`config.mk`:
```
export PLATFORM = sky130hd
export DESIGN_NAME = vend_change_ctrl
export DESIGN_NICKNAME = d
export VERILOG_FILES = /design/src/rtl/vend_change_ctrl.sv
export SDC_FILE = /design/constraint.sdc
export NUM_CORES = 1
export LEC_CHECK = 0
export ABC_AREA = 1
export BUFFER_PORTS_ARGS = -buffer_cell sky130_fd_sc_hd__buf_4
export CAP_MARGIN = 15
export CORE_ASPECT_RATIO = 2
export CORE_MARGIN = 1.5
export CORE_UTILIZATION = 36
export CTS_BUF_LIST = sky130_fd_sc_hd__clkbuf_2 sky130_fd_sc_hd__clkbuf_4 sky130_fd_sc_hd__clkbuf_8
export CTS_CLUSTER_DIAMETER = 80
export CTS_CLUSTER_SIZE = 16
export DETAILED_ROUTE_END_ITERATION = 7
export PLACE_DENSITY = 0.62
export SYNTH_ARGS = -nofsm -noshare
export SYNTH_HDL_FRONTEND = slang
export SYNTH_SLANG_ARGS = --single-unit
export TNS_END_PERCENT = 20
```
`constraint.sdc`:
```
create_clock -name clock -period 2.75 [get_ports clock]
set_input_delay 0.1375 -clock clock [delete_from_list [all_inputs] [get_ports clock]]
set_output_delay 0.1375 -clock clock [all_outputs]
set_load 0.005 [all_outputs]
```
`src/rtl/vend_change_ctrl.sv`:
```
`default_nettype none
// ============================================================================
// Module   : vend_change_ctrl
// Purpose  : Coin credit accumulator, dispense pulse and dime/nickel change
//            hopper sequencer with req/ack handshake and eject timeout.
// Revision : 1.0  initial release
// ============================================================================
module vend_change_ctrl #(
    parameter int PRICE       = 25,
    parameter int MAX_CREDIT  = 95,
    parameter int CREDIT_W    = 7,
    parameter int HOP_TIMEOUT = 1000
) (
    input  logic                clock,
    input  logic                reset_n,
    input  logic                N,
    input  logic                D,
    input  logic                Q,
    input  logic                cancel,
    input  logic                hop_ack,
    output logic                P,
    output logic                coin_rej,
    output logic                hop_req,
    output logic                hop_coin,
    output logic [CREDIT_W-1:0] credit,
    output logic                busy,
    output logic                fault
);

    localparam int c_TMO_W = $clog2(HOP_TIMEOUT + 1);

    localparam logic [2:0] c_S_COLLECT = 3'd0;
    localparam logic [2:0] c_S_VEND    = 3'd1;
    localparam logic [2:0] c_S_CHANGE  = 3'd2;
    localparam logic [2:0] c_S_CHG_GAP = 3'd3;
    localparam logic [2:0] c_S_FAULT   = 3'd4;

    localparam logic [CREDIT_W:0]   c_V5       = (CREDIT_W+1)'(5);
    localparam logic [CREDIT_W:0]   c_V10      = (CREDIT_W+1)'(10);
    localparam logic [CREDIT_W:0]   c_V25      = (CREDIT_W+1)'(25);
    localparam logic [CREDIT_W:0]   c_MAX_X    = (CREDIT_W+1)'(MAX_CREDIT);
    localparam logic [CREDIT_W:0]   c_PRICE_X  = (CREDIT_W+1)'(PRICE);
    localparam logic [CREDIT_W-1:0] c_PRICE    = CREDIT_W'(PRICE);
    localparam logic [CREDIT_W-1:0] c_FIVE     = CREDIT_W'(5);
    localparam logic [CREDIT_W-1:0] c_TEN      = CREDIT_W'(10);
    localparam logic [CREDIT_W-1:0] c_ZERO     = '0;
    localparam logic [c_TMO_W-1:0]  c_TMO_LAST = c_TMO_W'(HOP_TIMEOUT - 1);

    logic [2:0]          r_state, w_state_nxt;
    logic [CREDIT_W-1:0] r_credit, w_credit_nxt;
    logic [c_TMO_W-1:0]  r_tmo, w_tmo_nxt;
    logic                r_coin_rej, w_coin_rej_nxt;

    logic [1:0]          w_coin_cnt;
    logic                w_coin_any;
    logic [CREDIT_W:0]   w_coin_val;
    logic [CREDIT_W:0]   w_sum;
    logic                w_dime;
    logic [CREDIT_W-1:0] w_after_vend;

    assign w_coin_cnt   = {1'b0, N} + {1'b0, D} + {1'b0, Q};
    assign w_coin_any   = N | D | Q;
    assign w_coin_val   = N ? c_V5 : (D ? c_V10 : (Q ? c_V25 : '0));
    assign w_sum        = {1'b0, r_credit} + w_coin_val;
    assign w_dime       = (r_credit >= c_TEN);
    assign w_after_vend = r_credit - c_PRICE;

    always_ff @(posedge clock) begin
        if (!reset_n) begin
            r_state    <= c_S_COLLECT;
            r_credit   <= '0;
            r_tmo      <= '0;
            r_coin_rej <= 1'b0;
        end else begin
            r_state    <= w_state_nxt;
            r_credit   <= w_credit_nxt;
            r_tmo      <= w_tmo_nxt;
            r_coin_rej <= w_coin_rej_nxt;
        end
    end

    always_comb begin
        w_state_nxt    = r_state;
        w_credit_nxt   = r_credit;
        w_tmo_nxt      = '0;
        w_coin_rej_nxt = w_coin_any;
        case (r_state)
            c_S_COLLECT: begin
                // An effective cancel takes priority over any coin in the same cycle
                if (cancel && (r_credit != c_ZERO)) begin
                    w_state_nxt = c_S_CHANGE;
                end else if (w_coin_any) begin
                    if ((w_coin_cnt > 2'd1) || (w_sum > c_MAX_X)) begin
                        w_coin_rej_nxt = 1'b1;
                    end else begin
                        w_coin_rej_nxt = 1'b0;
                        w_credit_nxt   = w_sum[CREDIT_W-1:0];
                        if (w_sum >= c_PRICE_X) begin
                            w_state_nxt = c_S_VEND;
                        end
                    end
                end
            end
            c_S_VEND: begin
                w_credit_nxt = w_after_vend;
                w_state_nxt  = (w_after_vend != c_ZERO) ? c_S_CHANGE : c_S_COLLECT;
            end
            c_S_CHANGE: begin
                // An ack landing on the final timeout cycle still completes the eject
                if (hop_ack) begin
                    w_credit_nxt = r_credit - (w_dime ? c_TEN : c_FIVE);
                    w_state_nxt  = c_S_CHG_GAP;
                end else if (r_tmo == c_TMO_LAST) begin
                    w_state_nxt = c_S_FAULT;
                end else begin
                    w_tmo_nxt = r_tmo + 1'b1;
                end
            end
            c_S_CHG_GAP: begin
                w_state_nxt = (r_credit != c_ZERO) ? c_S_CHANGE : c_S_COLLECT;
            end
            c_S_FAULT: begin
                w_state_nxt = c_S_FAULT;
            end
            default: begin
                w_state_nxt  = c_S_COLLECT;
                w_credit_nxt = '0;
            end
        endcase
    end

    always_comb begin
        P        = (r_state == c_S_VEND);
        hop_req  = (r_state == c_S_CHANGE);
        hop_coin = (r_state == c_S_CHANGE) && w_dime;
        busy     = (r_state != c_S_COLLECT);
        fault    = (r_state == c_S_FAULT);
        credit   = r_credit;
        coin_rej = r_coin_rej;
    end

endmodule
`default_nettype wire

```
== After elaboration in Yosys (flattened, before gate mapping) ==
Cells that the tools add are included.

* Add/subtract/negate cells: 6
* Magnitude comparators: 4
* Equal/unequal tests: 13
* Multiplexer cells: 22
* Bitwise logic cells: 5
* Reductions and logical operators: 11

{| class="wikitable"
|+ Operator list
! cell !! number
|-
| 7-bit two-way mux || 4
|-
| 7-bit one-hot mux with 4 select lines || 1
|-
| 3-bit two-way mux || 6
|-
| 5-bit two-way mux || 3
|-
| 3-bit one-hot mux with 5 select lines || 1
|-
| 7-bit nonzero test || 2
|-
| 10-bit by 1-bit adder with 10-bit output, second input constant || 1
|-
| 10-bit == test, second input constant || 1
|-
| 3-bit != test, second input constant || 3
|-
| 7-bit by 5-bit adder with 8-bit output || 1
|-
| 8-bit by 5-bit >= comparator with 1-bit output, second input constant || 1
|-
| 8-bit by 7-bit > comparator with 1-bit output, second input constant || 1
|-
| 2-bit != test, second input constant || 4
|-
| 7-bit by 4-bit >= comparator with 1-bit output, second input constant || 1
|-
| 7-bit by 4-bit subtractor with 7-bit output || 1
|-
| 7-bit by 5-bit subtractor with 7-bit output, second input constant || 1
|-
| 3-bit by 2-bit == test with 1-bit output, second input constant || 2
|-
| 5-bit AND reduction || 1
|-
| 1-bit two-way mux || 4
|-
| 2-bit two-way mux || 2
|-
| 4-bit two-way mux || 1
|-
| 4-bit AND reduction || 1
|-
| 4-bit OR reduction || 1
|-
| 3-bit by 1-bit == test with 1-bit output, second input constant || 1
|-
| 12 further kinds || 16
|}

* Flip-flop bits (word level): 21
* Input bits: 7
* Output and inout bits: 13

== Depth between registers and ports, before layout ==
* Word-level depth: 10
* Depth in mapped cells: 18
* Depth with buffers taken out: 18

== Worst setup path after synthesis ==
No wires, ideal clock.

* Path type: reg-to-reg
* From: register r_credit[0] (netlist: credit[0])
* To: register r_credit[6] (netlist: credit[6])
* Data arrival time: 2286 ps
* Path slack: 348 ps
* Cell stages (with the launch flop): 19
* Buffers on the path: 0
* Period minus slack after synthesis: 2402 ps
* Cells stage by stage: dfxtp_1 > inv_1 > ha_1 > nor2_1 > o21ai_0 > inv_1 > ha_1 > inv_1 > fa_1 > nand3_1 > nand2_1 > nor2_1 > nand2_1 > nand3_1 > nand2_1 > nor2_1 > nand3_1 > nand2_1 > nor2_2

* Longest elaborated chain between the ends: 5

{| class="wikitable"
|+ RTL lines
! what !! RTL line !! text
|-
| start, declared || 50 || <nowiki>logic [CREDIT_W-1:0] r_credit, w_credit_nxt;</nowiki>
|-
| start signal, assigned || 76 || <nowiki>r_credit <= w_credit_nxt;</nowiki>
|-
| 7-bit by 4-bit >= comparator with 1-bit output or 7-bit by 5-bit adder with 8-bit output (tied branches) || 65, 64 ||
|-
| 4-bit two-way mux, or another cell as far along || 111 || <nowiki>w_credit_nxt = r_credit - (w_dime ? c_TEN : c_FIVE);</nowiki>
|-
| 7-bit by 4-bit subtractor with 7-bit output, or another cell as far along || 111 ||
|-
| 7-bit two-way mux, or another cell as far along || 110 || <nowiki>if (hop_ack) begin</nowiki>
|-
| 7-bit one-hot mux with 4 select lines or 5-bit AND reduction (tied branches) || -- ||
|}

Several ways; a longest one is shown, not always the timed one. The select of a mux whose other input is x is not followed.
A chain may end at the register's enable or synchronous reset.

== Final worst setup path ==
* From: register r_credit[4] (netlist: credit[4])
* To: register r_credit[6] (netlist: credit[6])

Same word-level chain as after synthesis.

==> key figures <==
Status
  • Outcome: finished clean

Global routing
  • Vias in the first global route: 1,917
  • Pin count of the biggest net entering global routing: 13
  • Antenna violations before repair: 0
  • Total gr overflow: 0
  • Global-route wire length before repair: 8.30 mm
  • Gr usage total: 0.200

Logic synthesis
  • Cells after Synth: 305
  • Library cells used by synthesis: 31
  • Top cells by area, synth: dfxtp_1, nand2_1, nand3_1, ha_1, nor2_1
  • Seq/Total Area, Yosys: 0.225
  • Share of the synthesized area in the top cell type: 0.225
  • Mapped Area: 0.00187 sq mm
  • Top cell type by total area after synthesis: dfxtp_1
  • YS warnings: 0
  • Syn nets: 328
  • Syn_area_per_cell: 6.14 sq um
  • Synthesized flop and latch total: 21

Power
  • LEAKAGE: 0.00113 uW
  • Comb pwr share: 0.734
  • Sw Ratio: 0.516
  • Sw power: 1230 uW
  • Seq pwr share: 0.178
  • Pwr Density: 1080 mW/mm^2
  • Worst IR Drop VDD: 0.000480 V
  • Clock power frac: 0.088
  • P_int: 1160 uW

Worst setup path
  • Critical Path Sink Type: flip-flop
  • Critical path class: flip-flop to flip-flop
  • CP arrival: 2.63 ns
  • Crit-path max FO: 6
  • Kind of cell adding the most delay to the critical path: simple AND/OR/NAND/NOR gates
  • Critical path launch point type: flip-flop
  • Cell count of the worst reg-to-reg path: 18
  • CP peak stage delay: 0.35 ns
  • Crit path depth: 18
  • Buf/Inv on CP: 3
  • Critical-path cell list: inv_2 > nand2_2 > nor2_2 > o21ai_0 > inv_1 > ha_1 > inv_1 > fa_2 > nand3_1 > nand2_2 > nor2_2 > nand2_1 > nand3_1 > nand2_1 > nor2_1 > nand3_1 > nand2_1 > nor2_2
  • Slowest cell on crit path: dfxtp_2
  • Worst Path Required: 2.91 ns

Place
  • Gpl congestion: 0.885
  • Placed Instances: 387
  • Pre-CTS setup slack: 0.152 ns
  • Placed cell area: 0.00212 sq mm
  • DPL Wire Length: 4.44 mm
  • Buffers on Ports: 19

Drt
  • Detailed Route WL: 5.28 mm
  • 1st-pass router iterations: 4
  • DRC: 0
  • Drt via density: 5.10
  • Vias: 2,008
  • 1st-iter DRT viols: 48
  • WL per Instance: 13.4 um
  • Antenna-violating nets left: 0

Cells and area
  • Share of layout cells above drive strength 1: 0.205
  • Fin util: 0.433
  • Post-route cell area: 0.00221 sq mm
  • Area grow syn2layout: 17.9%
  • Fin cells: 394
  • Fin nets: 360
  • ANT cells: 0

Die
  • # rows: 37
  • Chip height: 105 um
  • Die width: 54.0 um
  • Starting density of the core: 0.368
  • Core area: 0.00509 sq mm
  • Area of the die: 0.00567 sq mm
  • Ports: 20

Timing
  • Final Worst Setup Slack: 0.277 ns
  • Skew final: 0.00352 ns
  • Final period utilization: 0.899
  • Max Freq: 404 MHz
  • Slew headroom: 0.636
  • Slew at the pin closest to its max-slew limit: 0.543 ns
  • Final setup violation count: 0
  • Final min period: 2.47 ns
  • Final Hold Vio Count: 0
  • Slew Limit Fails: 0

Worst hold path
  • Hold WC Path Type: input port to flip-flop
  • Worst hold path depth: 3

CTS
  • H-Tree Depth: 1
  • CTS clk-pin slew, worst paths: 0.07 ns
  • CTS Buf Count: 3
  • Clock sinks: 21
  • Longest Clk Path Bufs: 2
  • TritonCTS clock tree: yes
  • Post-CTS Hold Fix Bufs: 0
  • Worst skew pair latency: 0.26 ns
  • Cell chosen for the clock root: clkbuf_8

Flow run
  • Max-cap violations: 0
per-stage QoR:
| stage | hold WS (ns) | power [uW] | setup TNS, ns |
|---|---|---|---|
| 5_1_grt | 0.175 | 2640 | -0.0242 |
| 2_1_floorplan | 0.383 | 1640 | 0 |
| 3_5_place_dp | 0.426 | 2130 | 0 |
| 6_report | 0.145 | 2390 | 0 |
| 4_1_cts | 0.153 | 2360 | 0 |
| 3_3_place_gp | 0.412 | 2130 | 0 |
metal layers:
layer	vias up	wire [um]	GRT usage
li1	1041	-	-
met1	902	1780	0.166
met2	46	3090	0.402
met3	19	157	0.0157
met4	0	256	0.114
met5	-	0	0
worst register-to-register path, stage by stage, from the launching register on:
cell     delay [ns]
dfxtp_2        0.35
inv_2          0.10
nand2_2        0.08
nor2_2         0.14
o21ai_0        0.14
inv_1          0.18
ha_1           0.18
inv_1          0.07
fa_2           0.36
nand3_1        0.11
nand2_2        0.09
nor2_2         0.11
nand2_1        0.05
nand3_1        0.07
nand2_1        0.05
nor2_1         0.10
nand3_1        0.09
nand2_1        0.08
nor2_2         0.03
synth_stat cells, drive strengths merged:
master	n
nand4	4
a21oi	8
a31oi	1
buf	2
a221o	1
nor2	48
o211ai	3
nand2	94
nor4	2
dfxtp	21
inv	41
o21ai	9
fa	2
or2	4
o211a	1
nor3	5
xnor2	3
xor2	3
nor3b	1
o21bai	1
ha	14
nand3	37
what timing repair did:
action,4_1_cts,5_1_grt
resized for setup,0,6
buffers inserted,0,3
endpoints found under the setup margin,0,1
path summary, 6_finish.rpt:
check / start / end / slack, ns
hold / removal: reset_n / r_state[1] / 0.14
setup reg to reg: credit[4] / credit[6] / 0.28
setup / recovery: credit[4] / credit[6] / 0.28
hold reg to reg: r_tmo[0] / r_tmo[0] / 0.45
power groups by stage:
stage | Combinational (uW) | Sequential [uW] | Clock, uW
floorplan | 1190 | 447 | 0
global placement | 1700 | 425 | 0
detailed placement | 1700 | 429 | 0
CTS | 1710 | 422 | 222
global route | 1970 | 433 | 229
finish | 1760 | 425 | 211
sequential cells by signal, indices dropped and copies added, names as in the netlist:
| signal | count |
|---|---|
| r_state | 3 |
| r_tmo | 10 |
| coin_rej | 1 |
| credit | 7 |
cells in the final DEF (no fill, tap or decap), types with 6 or more instances in the layout:
cell and count:
nor2_2 8, nor2_1 38, buf_4 29, o21ai_0 6, a21oi_1 8, nand3_1 36
inv_1 31, inv_2 10, dfxtp_1 19, ha_1 14, nand2_2 6, nand2_1 88
area by class of cell:
cell class / instances / area, sq um
clock buffer: 4 / 48.8
fill: 574 / 2890
inverter: 41 / 154
multi-input combinational: 241 / 1290
sequential: 21 / 425
tap: 58 / 72.6
timing repair buffer: 29 / 218
cells by family (layout without fill, tap and decap cells):
kind of cell,after synthesis,in the layout,synth area share
AO/OA/AOI/OAI,24,24,0.0775
buffers and inverters,43,74,0.0909
XOR/XNOR,6,6,0.0281
adder cells (fa/ha/maj),16,16,0.115
flip-flops,21,21,0.225
AND/OR/NAND/NOR,195,195,0.464
Power figures use the tool's default switching activity.
